<file path="config.mk">
export PLATFORM = sky130hd
export DESIGN_NAME = pc_fetch_unit
export DESIGN_NICKNAME = d
export VERILOG_FILES = /design/src/rtl/pc_fetch_unit.sv
export SDC_FILE = /design/constraint.sdc
export NUM_CORES = 1
export LEC_CHECK = 0
export ABC_AREA = 1
export BUFFER_PORTS_ARGS = -buffer_cell sky130_fd_sc_hd__buf_2
export CORE_ASPECT_RATIO = 1.25
export CORE_MARGIN = 1.5
export CORE_UTILIZATION = 46
export DETAILED_ROUTE_END_ITERATION = 7
export PLACE_DENSITY = 0.75
export SETUP_SLACK_MARGIN = 0.1
export SYNTH_ARGS = -nofsm -noshare
export SYNTH_HDL_FRONTEND = slang
export SYNTH_SLANG_ARGS = --single-unit
</file>
<file path="constraint.sdc">
create_clock -name CLK -period 1.6 [get_ports CLK]
set_input_delay 0.32 -clock CLK [delete_from_list [all_inputs] [get_ports CLK]]
set_output_delay 0.32 -clock CLK [all_outputs]
set_load 0.03 [all_outputs]
</file>
<file path="src/rtl/pc_fetch_unit.sv">
// Program counter and instruction-fetch handshake for the multicycle core.
// Issues word fetches, holds the returned instruction, applies redirects.
module pc_fetch_unit #(
  parameter logic [31:0] RESET_PC = 32'h0000_0000
) (
  input  logic        CLK,
  input  logic        RST,
  output logic        imem_req,
  output logic [31:0] imem_addr,
  input  logic        imem_ack,
  input  logic [31:0] imem_rdata,
  output logic        ir_valid,
  output logic [31:0] ir,
  output logic [31:0] ir_pc,
  output logic [31:0] ir_pc4,
  input  logic        ir_ready,
  input  logic        redirect,
  input  logic [31:0] redirect_pc,
  input  logic        halt
);

  typedef enum logic [1:0] {
    IDLE,
    FETCH,
    HOLD,
    HALTED
  } state_t;

  state_t      st, st_n;
  logic [31:0] pc, pc_n;
  logic [31:0] addr_n;
  logic        req_n;
  logic        sq, sq_n;
  logic        v_n;
  logic [31:0] ir_n, irpc_n, irpc4_n;
  logic        acc;
  logic [31:0] tgt;
  logic [31:0] pc4;

  assign acc = imem_req & imem_ack;
  assign tgt = {redirect_pc[31:2], 2'b00};
  assign pc4 = pc + 32'd4;

  // Next-state, next-PC and output-register values.
  always_comb begin
    st_n    = st;
    pc_n    = pc;
    addr_n  = imem_addr;
    req_n   = imem_req;
    sq_n    = sq;
    v_n     = ir_valid;
    ir_n    = ir;
    irpc_n  = ir_pc;
    irpc4_n = ir_pc4;
    unique case (st)
      IDLE: begin
        st_n  = halt ? HALTED : FETCH;
        req_n = !halt;
      end
      FETCH: begin
        if (acc) begin
          sq_n = 1'b0;
          if (!sq && !redirect) begin
            ir_n    = imem_rdata;
            irpc_n  = pc;
            irpc4_n = pc4;
            pc_n    = pc4;
            v_n     = 1'b1;
            st_n    = HOLD;
            req_n   = 1'b0;
          end else begin
            // A squashed return leaves one idle bus cycle before re-request.
            req_n = !sq;
          end
        end else if (!imem_req) begin
          req_n = 1'b1;
        end else if (redirect) begin
          // The outstanding request cannot be withdrawn; drop its return.
          sq_n = 1'b1;
        end
      end
      HOLD: begin
        if (ir_ready || redirect) begin
          v_n   = 1'b0;
          st_n  = halt ? HALTED : FETCH;
          req_n = !halt;
        end
      end
      HALTED: begin
        if (!halt) begin
          st_n  = FETCH;
          req_n = 1'b1;
        end
      end
    endcase
    if (redirect)
      pc_n = tgt;
    // Address only moves when a new request is launched.
    if (req_n && (!imem_req || acc))
      addr_n = pc_n;
  end

  // State and datapath registers.
  always_ff @(posedge CLK or negedge RST) begin
    if (!RST) begin
      st        <= IDLE;
      pc        <= RESET_PC;
      imem_addr <= RESET_PC;
      imem_req  <= 1'b0;
      sq        <= 1'b0;
      ir_valid  <= 1'b0;
      ir        <= 32'd0;
      ir_pc     <= 32'd0;
      ir_pc4    <= 32'd0;
    end else begin
      st        <= st_n;
      pc        <= pc_n;
      imem_addr <= addr_n;
      imem_req  <= req_n;
      sq        <= sq_n;
      ir_valid  <= v_n;
      ir        <= ir_n;
      ir_pc     <= irpc_n;
      ir_pc4    <= irpc4_n;
    end
  end

endmodule
</file>
### Yosys cells after proc, flatten, opt, wreduce, memory -nomap -nowiden

Index checks and enable logic that the tools add are counted.

* flip-flop bits (word level): 165
* bits of input ports: 70
* logic and storage cells: 56

* equality and inequality tests: 7
* bitwise operators: 1
* reductions and logical operators: 16
* $add $sub $neg: 1
* mux-type cells: 22

Operators with widths (count)
* 32-bit two-way mux: 4
* 32-bit by 3-bit adder with 32-bit output, second input constant: 1
* 1-bit two-way mux: 10
* 2-bit two-way mux: 5
* 2-bit inequality test, second input constant: 4
* 2-bit case mux with 4 select lines: 1
* 4-bit AND reduction: 2
* 3-bit AND reduction: 2
* 2-bit nonzero test: 3
* 2-bit equality test, second input constant: 2
* 1-bit zero test: 4
* 1-bit case mux with 4 select lines: 1
* 2-bit by 1-bit equality test with 1-bit output, second input constant: 1
* 1-bit logical AND: 2
* 2-bit zero test: 1
* 1-bit logical OR: 2
* 1-bit case mux with 2 select lines: 1
* 1-bit bitwise AND: 1

### Longest topological paths before layout

* depth in word-level cells: 6
* depth in mapped cells: 12
* mapped depth without buffers: 12

### Worst setup path after synthesis

Ideal clock, no wire load.

* path type: register to register
* start: register imem_req
* end: register imem_addr[4]
* arrival: 1.492 ns
* cell stages (with the launch flop): 12
* path slack: -0.009 ns
* library setup time: 0.117 ns
* period minus slack after synthesis: 1.609 ns
* path buffers: 0
* data required time: 1.483 ns
* path through: dfrtp_1 nand2_1 inv_1 nand3_4 inv_2 nand2_1 inv_2 or2_2 nand3_1 nand2_1 nand2_1 nand2_1

* cells in the longest elaborated chain, start to end: 4
* elaborated cells on any way between the ends: 11
* those cells by class: 7 x mux; 1 x bitwise; 3 x reduce/logical

RTL lines
* start: declaration: RTL line 8 `output logic imem_req,`
* start signal: assignment: RTL line 119 `imem_req <= req_n;`
* 1-bit bitwise AND: RTL line 40 `assign acc = imem_req & imem_ack;`
* 32-bit two-way mux: RTL line 61 `if (acc) begin`
* 32-bit two-way mux: RTL line 55 `unique case (st)`
* 32-bit two-way mux: RTL line 96 `if (redirect)`
* net pc_n[4]: RTL line 30 `logic [31:0] pc, pc_n;`
* end signal: assignment: RTL line 118 `imem_addr <= addr_n;`
* end: declaration: RTL line 9 `output logic [31:0] imem_addr,`

The timed path passes the listed nets, and every way through them passes these cells.
A chain may end at the register's enable or synchronous reset.

### Worst setup path after layout

* start: register imem_req
* end: register imem_addr[12]

* cells in the longest elaborated chain, start to end: 4
* elaborated cells on any way between the ends: 11
* those cells by class: 7 x mux; 1 x bitwise; 3 x reduce/logical

RTL lines (RTL line)
* 1-bit bitwise AND: 40
* 1-bit two-way mux / 32-bit two-way mux (equally long branches): 61
* 1-bit case mux with 4 select lines / 32-bit two-way mux (equally long branches): 55
* 1-bit logical AND / 32-bit two-way mux (equally long branches): 99, 96

Parallel ways exist; a longest one is shown, timed or not.

==> metrics.txt <==
die area ~17000 um2; Peak VDD IR 0.00156 V; worst path bufs/invs 3; Syn Inst Count around 930; Worst-Skew Late Latency roughly 0.43 ns; failing checks negative setup slack; CTS sink count 163; drt pass-1 iters 5; CTS Root Cell clkbuf_16; overall die width 117 um; Final Critical Period 1.70 ns; vias 7505; status finished, violations left; min-delay src imem_rdata[5]; Hold WC Path Type in -> reg; crit path DAT around 2 ns; clock share of power 0.193; worst r2r src imem_req; CP Data Required Time 1.92 ns; die height approximately 150 um; Vias/cell 5.06; Post-Synth Simple-Gate Area 0.319; net count after synthesis 1000; switch share 0.453; most area-consuming cells after synthesis dfrtp_1 (55%), nand2_1 (21%), nand3_1 (3.8%); synth cell count leaders nand2_1 (417), dfrtp_1 (163), nor2_1 (57); slew margin rel. 0.719; Mean Syn Cell Area around 8 um2; Compound-Gate Fraction of Synth Area 0.0746; Post-synth EDFFs 0; Synth Flop Type dfrtp_1; critical path startpoint imem_req; Max Buffers Root-to-Sink 2; global-route wire length before repair 34600 um; Max Cap Viol 0; GRT Total Usage 0.265; main combinational cell family by area after synthesis simple AND/OR/NAND/NOR gates; fin area approximately 11000 um2; I/O Buffers 197; worst-path fanout max 7; Syn. warnings 0; register area share after synthesis 0.548; CP dominant cell by count nand2_1; post-route insts no fill 1484; Routed Antenna Nets 0; fraction of registers with async set/reset 1.00; WL final 24000 um; Synth Area in XOR/XNOR 0.00471; Nets 1329; vias in the first global route about 7000; CTS tree built; # DRC 0; Placer Congestion 0.897; Flop pwr share 0.324; Placed Instances 1408; crit end category register; post-synth top area share 0.548; # IOs 200; Worst Tran Pin Value 0.421 ns; P&R area growth vs syn 50.5%; Leakage 5.99 nW; RSZ-0062 raised after global routing yes; clk slew on worst S/H paths about 0.07 ns; Synth Area in Adders 0.00168; Final Skew ~0.0084 ns; count leader, synth nand2_1; final hold violations 0; Rows 51; largest net degree at the start of global routing 47; share of layout cells above drive strength 1 0.452; mux contribution to synthesized area 0; Startpoint Class register; critical path's top delay family simple AND/OR/NAND/NOR gates; drt wl/cell 16.2 um; Synth area leader dfrtp_1; Fmax 590 MHz; Int Power 11.5 mW; Worst Slack Setup Final -0.0955 ns; crit-path cells nand2_4 -> inv_1 -> nand3_4 -> buf_12 -> nor2_4 -> buf_6 -> xnor2_4 -> nand2_1 -> nand3_1 -> nand2_1; Placed Area 9390 um2; Finish-stage setup viols 27; pwr/cell area between 1500 and 2000 nW/um2; Yosys cell types 33; Seq cells post-synth approximately 160; Max H-tree Level 4; Num CTS Buffers 17; mapped cell area 7450 um2; initial antenna violation count 1; fin crit share 1.06; HPWL Detailed 15900 um; Slew Limit Fails 0; switching power 9.52 mW; critical path's largest stage delay 0.41 ns; critical path type reg -> reg; core area ~16000 um2; grt total ovfl 0; Slowest cell on crit path dfrtp_2; Initial Util 0.474; drt initial violations 522; combinational power share 0.483
==> cells by family after synthesis <==
family                   after synthesis
AO/OA/AOI/OAI                         96
XOR/XNOR                               4
adder cells (fa/ha/maj)                1
buffers and inverters                 90
flip-flops                           163
AND/OR/NAND/NOR                      575
==> final cells by class <==
class,instances,area [um2]
Clock inverter,13,150
Antenna cell,1,2.50
Clock buffer,19,433
Fill cell,1181,4490
Timing Repair inverter,2,27.5
Tap cell,212,265
Sequential cell,163,4090
Multi-Input combinational cell,676,3620
Inverter,53,216
Timing Repair Buffer,345,2400
==> worst min-delay path: cells and delay by family <==
kind / cells / cell delay (ns)
buf+inv: 1 / 0.07
simple gates: 2 / 0.08
==> routing by layer <==
metal,wire [um],GRT usage,up-vias
met4,595,0.103,0
li1,-,-,3595
met5,0,0,-
met2,11900,0.418,259
met3,1300,0.0543,51
met1,10300,0.355,3600
==> placed cells by master (no fill, tap or decap), types with 2 or more instances in the layout <==
master and count:
o21ai_1 11, nand4_1 6, clkbuf_16 19, inv_6 5, buf_2 195, buf_6 31, a31oi_1 3, o21ai_0 40
a21oi_1 2, xor2_1 3, nand2_4 19, a21oi_2 10, nand3_4 3, inv_2 10, a21boi_2 7, nor2_4 21
bufinv_16 2, nand2_1 355, inv_1 40, nand3_2 17, a21boi_1 9, nor2_1 25, o211ai_1 3, or2_2 21
inv_4 2, nor2_2 19, o21ai_2 5, buf_12 10, dfrtp_2 10, a21boi_0 2, dfrtp_1 153, nand2_2 48
nand3_1 38, buf_4 105, clkbuf_1 2, clkinvlp_4 5
==> flip-flops by register name (all words and copies together) (netlist names) <==
register,flops
imem_addr,32
ir,32
ir_pc,32
pc,32
ir_pc4,30
st,2
imem_req,1
ir_valid,1
sq,1
==> power by group through the flow <==
stage	clock network (mW)	logic [mW]	registers, mW
2_1_floorplan	0	2.73	9.64
3_3_place_gp	0	8.48	6.76
3_5_place_dp	0	8.68	6.75
4_1_cts	4.10	8.94	6.74
5_1_grt	4.29	10.9	7.01
6_report	4.06	10.2	6.82
==> repair_timing <==
item                                   in CTS  in global routing
endpoints found under the hold margin      25                  0
setup buffers                              13                 27
cloned                                      0                  4
hold buffers                                1                  0
setup endpoints to repair                 104                119
gates resized for setup                    77                186
pin swaps                                  25                 48
==> final timing paths <==
kind	slack (ns)	cells after the start	to
min in group asynchronous	0.33	2	imem_addr[6]
max	-0.1	10	imem_addr[12]
max in group asynchronous	0.71	3	pc[20]
min reg2reg	0.47	2	ir_pc[4]
max reg2reg	-0.1	10	imem_addr[12]
min	0.08	3	ir[5]
==> per-stage QoR <==
step	power, mW	hold WS [ns]	setup WS, ns	utilization	setup TNS (ns)
6_report	21.0	0.0755	-0.0955	0.714	-0.885
3_5_place_dp	15.4	0.226	-0.123	0.598	-4.54
3_3_place_gp	15.2	0.223	-0.0989	0.598	-2.13
2_1_floorplan	12.4	0.0244	0.0695	-	0
5_1_grt	22.2	0.0662	-0.163	0.714	-4.89
4_1_cts	19.8	0.0674	-0.0244	0.657	-0.0537
(Power assumes the default switching activity.)
